`config.mk`:
```
export PLATFORM = sky130hd
export DESIGN_NAME = quad_step_decoder_flat
export DESIGN_NICKNAME = d
export VERILOG_FILES = /design/src/rtl/quad_step_decoder_if.sv /design/src/rtl/quad_step_decoder.sv /design/src/flat_wrapper.sv
export SDC_FILE = /design/constraint.sdc
export NUM_CORES = 1
export LEC_CHECK = 0
export BUFFER_PORTS_ARGS = -buffer_cell sky130_fd_sc_hd__buf_2
export CAP_MARGIN = 10
export CORE_MARGIN = 3
export CORE_UTILIZATION = 45
export CTS_BUF_LIST = sky130_fd_sc_hd__clkbuf_4 sky130_fd_sc_hd__clkbuf_8 sky130_fd_sc_hd__clkbuf_16
export DETAILED_ROUTE_END_ITERATION = 7
export MAX_ROUTING_LAYER = met4
export PLACE_DENSITY = 0.72
export SKIP_CTS_REPAIR_TIMING = 1
export SYNTH_ARGS = -nofsm -noshare
export SYNTH_HDL_FRONTEND = slang
export SYNTH_SLANG_ARGS = --single-unit
```
`constraint.sdc`:
```
create_clock -name clk -period 3.52 [get_ports clk]
set_input_delay 0.352 -clock clk [delete_from_list [all_inputs] [get_ports clk]]
set_output_delay 0.352 -clock clk [all_outputs]
set_load 0.01 [all_outputs]
```
`src/rtl/quad_step_decoder_if.sv`:
```
// Encoder-side bundle for quad_step_decoder: raw phases and clear in, step/direction/position out.
interface quad_step_decoder_if #(
    parameter int unsigned WIDTH = 8
);
    logic             a_in;
    logic             b_in;
    logic             clr;
    logic             step;
    logic             ud;
    logic             err;
    logic             err_sticky;
    logic [WIDTH-1:0] pos;

    // Drives the encoder pins and clear, observes the decoded outputs.
    modport master (
        output a_in, b_in, clr,
        input  step, ud, err, err_sticky, pos
    );

    // The decoder itself.
    modport slave (
        input  a_in, b_in, clr,
        output step, ud, err, err_sticky, pos
    );
endinterface

```
`src/rtl/quad_step_decoder.sv`:
```
// Quadrature step decoder: synchronises an A/B encoder pair, emits a one-cycle step strobe with
// direction, keeps a wrapping position count and flags double-phase (illegal) transitions.
// Optional feature macro: GLITCH_FILTER_EN adds a per-phase hold filter of FILT_LEN cycles.
// The interface WIDTH parameter must match this module's WIDTH.
module quad_step_decoder #(
    parameter int unsigned WIDTH       = 8,
    parameter int unsigned SYNC_STAGES = 2
`ifdef GLITCH_FILTER_EN
    ,
    parameter int unsigned FILT_LEN    = 4
`endif
) (
    input logic             clk,
    input logic             reset,
    quad_step_decoder_if.slave bus
);

    typedef enum logic [0:0] {StPrime, StRun} state_e;

`ifdef GLITCH_FILTER_EN
    localparam int unsigned PrimeLen = SYNC_STAGES + FILT_LEN + 1;
`else
    localparam int unsigned PrimeLen = SYNC_STAGES + 1;
`endif
    localparam int unsigned PcW = $clog2(PrimeLen);

    logic [SYNC_STAGES-1:0] a_sync_q, b_sync_q;
    logic [1:0]             sync_ab;
    logic [1:0]             cur;
    logic [1:0]             prev_q;
    logic [1:0]             delta;
    state_e                 state_q;
    logic [PcW-1:0]         pcnt_q;
    logic                   step_q, ud_q, err_q, err_sticky_q;
    logic [WIDTH-1:0]       pos_q;

    // Two-or-more flop synchroniser per phase.
    always_ff @(posedge clk or negedge reset) begin
        if (!reset) begin
            a_sync_q <= '0;
            b_sync_q <= '0;
        end else begin
            a_sync_q <= {a_sync_q[SYNC_STAGES-2:0], bus.a_in};
            b_sync_q <= {b_sync_q[SYNC_STAGES-2:0], bus.b_in};
        end
    end

    assign sync_ab = {a_sync_q[SYNC_STAGES-1], b_sync_q[SYNC_STAGES-1]};

`ifdef GLITCH_FILTER_EN
    localparam int unsigned FcW = $clog2(FILT_LEN + 1);

    logic [1:0]     filt_q;
    logic [FcW-1:0] fcnt_q [2];

    // Accept a new phase level only after it has differed from the filtered one for FILT_LEN cycles.
    always_ff @(posedge clk or negedge reset) begin
        if (!reset) begin
            filt_q <= '0;
            for (int i = 0; i < 2; i++) fcnt_q[i] <= '0;
        end else begin
            for (int i = 0; i < 2; i++) begin
                if (sync_ab[i] != filt_q[i]) begin
                    if (fcnt_q[i] == FcW'(FILT_LEN - 1)) begin
                        filt_q[i] <= sync_ab[i];
                        fcnt_q[i] <= '0;
                    end else begin
                        fcnt_q[i] <= fcnt_q[i] + FcW'(1);
                    end
                end else begin
                    fcnt_q[i] <= '0;
                end
            end
        end
    end

    assign cur = filt_q;
`else
    assign cur = sync_ab;
`endif

    // Position of a phase pair along the Gray cycle 00->01->11->10.
    function automatic logic [1:0] gray_idx(input logic [1:0] g);
        logic [1:0] r;
        case (g)
            2'b00:   r = 2'd0;
            2'b01:   r = 2'd1;
            2'b11:   r = 2'd2;
            default: r = 2'd3;
        endcase
        return r;
    endfunction

    // 1 = one step forward, 3 = one step back, 2 = both phases flipped, 0 = idle.
    assign delta = gray_idx(cur) - gray_idx(prev_q);

    // Prime/run FSM with registered step, direction, error and position outputs.
    always_ff @(posedge clk or negedge reset) begin
        if (!reset) begin
            state_q      <= StPrime;
            pcnt_q       <= '0;
            prev_q       <= '0;
            step_q       <= 1'b0;
            ud_q         <= 1'b1;
            err_q        <= 1'b0;
            err_sticky_q <= 1'b0;
            pos_q        <= '0;
        end else begin
            step_q <= 1'b0;
            err_q  <= 1'b0;
            case (state_q)
                StPrime: begin
                    // Wait for the pipeline to fill so a static input is taken as the start point.
                    if (pcnt_q == PcW'(PrimeLen - 1)) begin
                        prev_q  <= cur;
                        state_q <= StRun;
                    end else begin
                        pcnt_q <= pcnt_q + PcW'(1);
                    end
                end
                default: begin
                    prev_q <= cur;
                    case (delta)
                        2'd1: begin
                            step_q <= 1'b1;
                            ud_q   <= 1'b1;
                            pos_q  <= pos_q + WIDTH'(1);
                        end
                        2'd3: begin
                            step_q <= 1'b1;
                            ud_q   <= 1'b0;
                            pos_q  <= pos_q - WIDTH'(1);
                        end
                        2'd2: begin
                            err_q        <= 1'b1;
                            err_sticky_q <= 1'b1;
                        end
                        default: ;
                    endcase
                end
            endcase
            // Clear overrides any same-cycle count or error capture.
            if (bus.clr) begin
                pos_q        <= '0;
                err_sticky_q <= 1'b0;
            end
        end
    end

    assign bus.step       = step_q;
    assign bus.ud         = ud_q;
    assign bus.err        = err_q;
    assign bus.err_sticky = err_sticky_q;
    assign bus.pos        = pos_q;

endmodule
```
`src/flat_wrapper.sv`:
```
// flat-port wrapper written by rule: the top's interface ports become plain ports
module quad_step_decoder_flat 
#(
    parameter int unsigned WIDTH       = 8,
    parameter int unsigned SYNC_STAGES = 2

)
  (clk, reset, bus_a_in, bus_b_in, bus_clr, bus_step, bus_ud, bus_err, bus_err_sticky, bus_pos);
  quad_step_decoder_if #(.WIDTH(WIDTH)) bus_i ();
  input logic clk;
  input logic reset;
  input wire logic [$bits(bus_i.a_in)-1:0] bus_a_in;
  input wire logic [$bits(bus_i.b_in)-1:0] bus_b_in;
  input wire logic [$bits(bus_i.clr)-1:0] bus_clr;
  output wire logic [$bits(bus_i.step)-1:0] bus_step;
  output wire logic [$bits(bus_i.ud)-1:0] bus_ud;
  output wire logic [$bits(bus_i.err)-1:0] bus_err;
  output wire logic [$bits(bus_i.err_sticky)-1:0] bus_err_sticky;
  output wire logic [$bits(bus_i.pos)-1:0] bus_pos;
  assign bus_i.a_in = bus_a_in;
  assign bus_i.b_in = bus_b_in;
  assign bus_i.clr = bus_clr;
  assign bus_step = bus_i.step;
  assign bus_ud = bus_i.ud;
  assign bus_err = bus_i.err;
  assign bus_err_sticky = bus_i.err_sticky;
  assign bus_pos = bus_i.pos;
  quad_step_decoder #(.WIDTH(WIDTH), .SYNC_STAGES(SYNC_STAGES)) u_core (.clk(clk), .reset(reset), .bus(bus_i));
endmodule
```
[After elaboration in Yosys (flattened, before gate mapping)]
Index checks and enable logic that the tools add are counted.
Cells by class
  multiplexer cells: 17
  bitwise operators: 2
  eq/ne operators: 8
  add/subtract/negate cells: 4
  reductions and logical operators: 12
Operators with widths (count)
  8-bit 2-to-1 mux: 2
  8-bit case mux with 2 select lines: 1
  2-bit case mux with 3 select lines: 2
  2-bit equality test, second input constant: 5
  1-bit 2-to-1 mux: 9
  8-bit by 1-bit adder with 8-bit output, second input constant: 1
  2-bit AND reduction: 4
  2-bit nonzero test: 4
  8-bit by 1-bit subtractor with 8-bit output, second input constant: 1
  2-bit by 1-bit equality test with 1-bit output, second input constant: 3
  2-bit logical NOT: 2
  2-bit 2-to-1 mux: 2
  3-bit nonzero test: 1
  2-bit by 1-bit adder with 2-bit output, second input constant: 1
  1-bit NOT: 2
  1-bit case mux with 2 select lines: 1
  2-bit OR reduction: 1
  2-bit subtractor: 1
Word-level totals
  flip-flop bits (word level): 21
  bits of input ports: 5

[Logic depth before layout (Yosys ltp)]
  depth after elaboration: 7
  gate-level depth with buffers: 16
  gate-level depth less buffers: 14

[Least setup slack after synthesis]
OpenSTA, ideal clock, no wires.
  path type: register to register
  start: register u_core.prev_q[0]
  end: register u_core.pos_q[6], in the netlist u_core.bus.pos[6]
  stages on the path, launching flop included: 16
  clock period less this slack: 3125 ps
  arrival time: 2998 ps
  path slack: 395 ps
  buffers on the path: 1
  required time: 3394 ps
  path through: dfrtp_1 inv_1 ha_1 inv_1 ha_1 xnor3_2 or2_1 buf_6 xnor2_1 ha_1 or3_1 a21oi_1 nor2b_1 a21oi_2 a2111oi_2 a311o_1
On the way
  longest elaborated chain between the ends: 7
  elaborated cells on any way between the ends: 12
  those cells by class: 1 x add/sub; 4 x eq/ne; 4 x mux; 3 x reduce/logical
RTL lines
  start, declared: line quad_step_decoder.sv:30  | logic [1:0] prev_q;
  start signal, assigned: line quad_step_decoder.sv:115  | prev_q <= cur;
  start signal, assigned: line quad_step_decoder.sv:122  | prev_q <= cur;
  2-bit equality test, or another cell as far along: line quad_step_decoder.sv:85  | case (g)
  2-bit case mux with 3 select lines (*): line quad_step_decoder.sv:85
  2-bit subtractor (*): line quad_step_decoder.sv:95  | assign delta = gray_idx(cur) - gray_idx(prev_q);
  2-bit equality test / 2-bit by 1-bit equality test with 1-bit output (equally long branches): line quad_step_decoder.sv:123  | case (delta)
  8-bit case mux with 2 select lines: line quad_step_decoder.sv:123
  8-bit 2-to-1 mux: line quad_step_decoder.sv:111  | case (state_q)
  8-bit 2-to-1 mux: line quad_step_decoder.sv:143  | if (bus.clr) begin
  end signal, assigned: line quad_step_decoder.sv:127  | pos_q <= pos_q + WIDTH'(1);
  end signal, assigned: line quad_step_decoder.sv:132  | pos_q <= pos_q - WIDTH'(1);
  end, declared: line quad_step_decoder.sv:35  | logic [WIDTH-1:0] pos_q;
Mark *: on every way between the ends. The rest lies on a longest branch, timed or not. The select of a mux whose other input is x is not followed.
A chain may end at the register's enable or synchronous reset.

[Worst setup path in the final report]
Same ends and word-level chain as after synthesis.

==> impl_metrics.tcl <==
set metrics [dict create \
    regToRegStartpoint "u_core.prev_q[0]" \
    yosysWarnings 0 \
    grt-ovfl-total 0 \
    switching_share_pct 39.0 \
    ys_ff_latch 21 \
    pre_cts_slack_ns 0.317 \
    synth.area.top_cells "dfrtp_1 (43%), ha_1 (11%), xnor2_1 (4.5%)" \
    grt_pass1_vias 800 \
    drtIter0Drc 8 \
    finalHoldViolCount 0 \
    cts_buffer_depth 2 \
    cp-start-kind "flop" \
    wl_per_cell_um 13.5 \
    rrSetupSlack_ns 0.29 \
    synth.most_common_cell "dfrtp_1" \
    ant_nets 0 \
    layout_setup_ws_ns 0.288 \
    hold_class "in -> reg" \
    worstRegToRegCells 14 \
    drt-vias-per-instance 5.53 \
    critPathMaxFanout 7 \
    seq_power_share_pct 42.8 \
    pwr-share-comb_pct 41.0 \
    synthFlopType "dfrtp_1" \
    crit_family "compound AO/OA/AOI/OAI gates" \
    first_pass_iters 5 \
    powerDensity_nw_per_um2 585 \
    outcome "finished, final reports clean" \
    crit_chain "inv_1 > ha_1 > inv_1 > ha_1 > xnor3_2 > or2_1 > xnor2_1 > ha_1 > or3_1 > a21oi_1 > nor2b_1 > a21oi_2 > a2111oi_2 > a311o_1" \
    synth.avg_cell_area_um2 10.3 \
    clk_latency_ns 0.31 \
    diodes 0 \
    syn_area_um2 1170 \
    yosysTopAreaCell "dfrtp_1" \
    wl_um 2130 \
    power_leakage_nw 0.624 \
    cap_violations 0 \
    synth_seq_area_share_pct 44.8 \
    grt_antenna_before_repair 0 \
    ios 17 \
    syn_inst 114 \
    hold_end "u_core.a_sync_q[0]" \
    synth_cell_types 39 \
    crit_top_cell "ha_1" \
    fin_crit_ns 3.23 \
    rows 17 \
    p_int_w 0.000466 \
    fillers 208 \
    io_buffers 16 \
    path_class "reg -> reg" \
    cts_made_buffers 3 \
    cts_tree "done" \
    initial_core_util_pct 50.2 \
    synth_edf_count 0 \
    rsz0062_at_grt "no" \
    required_ns 3.73 \
    vias 874 \
    critPathCaptureType "flop" \
    syn_nets 129 \
    final_nets 146 \
    max_slew_margin_pct 69.2 \
    dp_hpwl_um 1570 \
    die_w_um 57.1 \
    die-area_um2 3260 \
    grt_pass1_wl_um 3730 \
    area_delta_synth_final_pct 11.2 \
    crit_arrival_ns 3.44 \
    fin_tns_setup_ns 0 \
    grt_max_degree 22 \
    route.detailed.drc 0 \
    design.core.area_um2 2340 \
    htree_levels 1 \
    holdCritStartpoint "bus_a_in" \
    drive_gt1_share_pct 24.6 \
    slowest_stage "xnor3_2" \
    async_flop_share_pct 100 \
    fmax_ghz 0.309 \
    slew_violations 0 \
    track_usage_pct 15.0 \
    max_slew.worst_pin.slew_ns 0.461 \
    setup_violations 0 \
    path_clk_slew_ns 0.12 \
    p_clk_share_pct 16.2 \
    die_y_um 57.1 \
    cp_num_buf_inv 2 \
    finClkSkew_ns 0.000719 \
    clock-sinks 21 \
    r2r-end "u_core.bus.pos[6]" \
    place_congestion 0.823 \
    p_switching_w 0.000298 \
    hold_depth 1 \
    yosys-top-cells-count "dfrtp_1 (20), nor2_1 (13), ha_1 (10)" \
    irDropWorstVdd_v 0.000277 \
    fin_crit_sh_pct 91.8 \
    synth_top_cell_area_share_pct 42.6 \
    max_stage_delay_ns 0.48 \
    root_buffer "clkbuf_4" \
]
-- worst reg2reg max path, stage by stage (launching register included) --
cell       delay [ns]
dfrtp_1          0.39
inv_1            0.05
ha_1             0.28
inv_1            0.06
ha_1             0.13
xnor3_2          0.48
or2_1            0.26
xnor2_1          0.13
ha_1             0.22
or3_1            0.32
a21oi_1          0.20
nor2b_1          0.08
a21oi_2          0.18
a2111oi_2        0.09
a311o_1          0.27
-- flip-flops by register name, summed over array words and instances, names as in the netlist --
name	cells
u_core.a_sync_q	2
u_core.b_sync_q	2
u_core.bus.err	1
u_core.bus.err_sticky	1
u_core.bus.pos	8
u_core.bus.step	1
u_core.bus.ud	1
u_core.pcnt_q	2
u_core.prev_q	2
u_core.state_q	1
-- metal layers --
layer  GRT usage (%)  share of wire [%]
met1            19.8                 49
met2            22.8                 45
met3            2.71                4.7
met4            5.96                1.4
met5               -                  0
-- power groups by stage --
stage	clock network (W)	registers, W	logic (W)
5_1_grt	0.000140	0.000335	0.000352
6_report	0.000124	0.000327	0.000314
2_1_floorplan	0	0.000331	0.000232
3_3_place_gp	0	0.000330	0.000306
4_1_cts	0.000127	0.000328	0.000313
3_5_place_dp	0	0.000333	0.000310
-- per-stage QoR --
stage / power [W] / hold WS [ns] / std cells / cell area (µm²) / utilization [%]
4_1_cts: 0.000768 / -0.0196 / 157 / 1300 / 55.4
6_report: 0.000765 / 0.135 / 158 / 1310 / 55.8
3_5_place_dp: 0.000642 / 0.339 / 153 / 1270 / 54.1
2_1_floorplan: 0.000563 / 0.0564 / 114 / 1170 / -
5_1_grt: 0.000827 / 0.108 / 158 / 1310 / 55.8
3_3_place_gp: 0.000637 / 0.324 / 153 / 1270 / 54.1
-- cells in the final DEF (no fill, tap or decap), types with 2 or more instances in the layout --
| master | n |
|---|---|
| a211oi_1 | 2 |
| a21oi_1 | 5 |
| a21oi_2 | 2 |
| buf_2 | 16 |
| clkbuf_4 | 3 |
| dfrtp_1 | 20 |
| ha_1 | 10 |
| inv_1 | 6 |
| nand2_1 | 8 |
| nand4_1 | 2 |
| nor2_1 | 13 |
| nor3_1 | 2 |
| nor3b_1 | 3 |
| o211ai_1 | 2 |
| o21ai_0 | 4 |
| xnor2_1 | 6 |
| xor2_1 | 2 |
-- final cells by class --
cell class              instances  area [µm²]  share of cell area [%]
flip-flops and latches         21         527                    40.3
well taps                      28        35.0                    2.68
inverters                       8        35.0                    2.68
multi-input cells              79         582                    44.5
clock inverters                 1        7.51                   0.575
repair buffers                 18        97.6                    7.47
clock buffers                   3        22.5                    1.72
-- kinds of logic (layout without fill, tap and decap cells) --
logic type	after synthesis	in the layout	synth area share, %
multiplexers	1	1	0.958
AND/OR/NAND/NOR	35	35	14.3
adder cells (fa/ha/maj)	10	10	10.6
buffers and inverters	14	30	5.64
XOR/XNOR	9	9	7.99
AO/OA/AOI/OAI	24	24	15.7
flip-flops	21	21	44.8
-- how the worst max path moves through the flow --
stage / start / endpoint / slack, ns / depth (start not counted)
3_5_place_dp: u_core.prev_q[0] / u_core.bus.pos[6] / 0.32 / 14
6_report: u_core.prev_q[0] / u_core.bus.pos[6] / 0.29 / 14
2_1_floorplan: u_core.prev_q[0] / u_core.bus.pos[6] / 0.40 / 15
4_1_cts: u_core.prev_q[0] / u_core.bus.pos[6] / 0.27 / 14
5_1_grt: u_core.prev_q[0] / u_core.bus.pos[6] / 0.08 / 14
3_3_place_gp: u_core.prev_q[0] / u_core.bus.pos[6] / 0.39 / 14
Power figures use the tool's default switching activity.
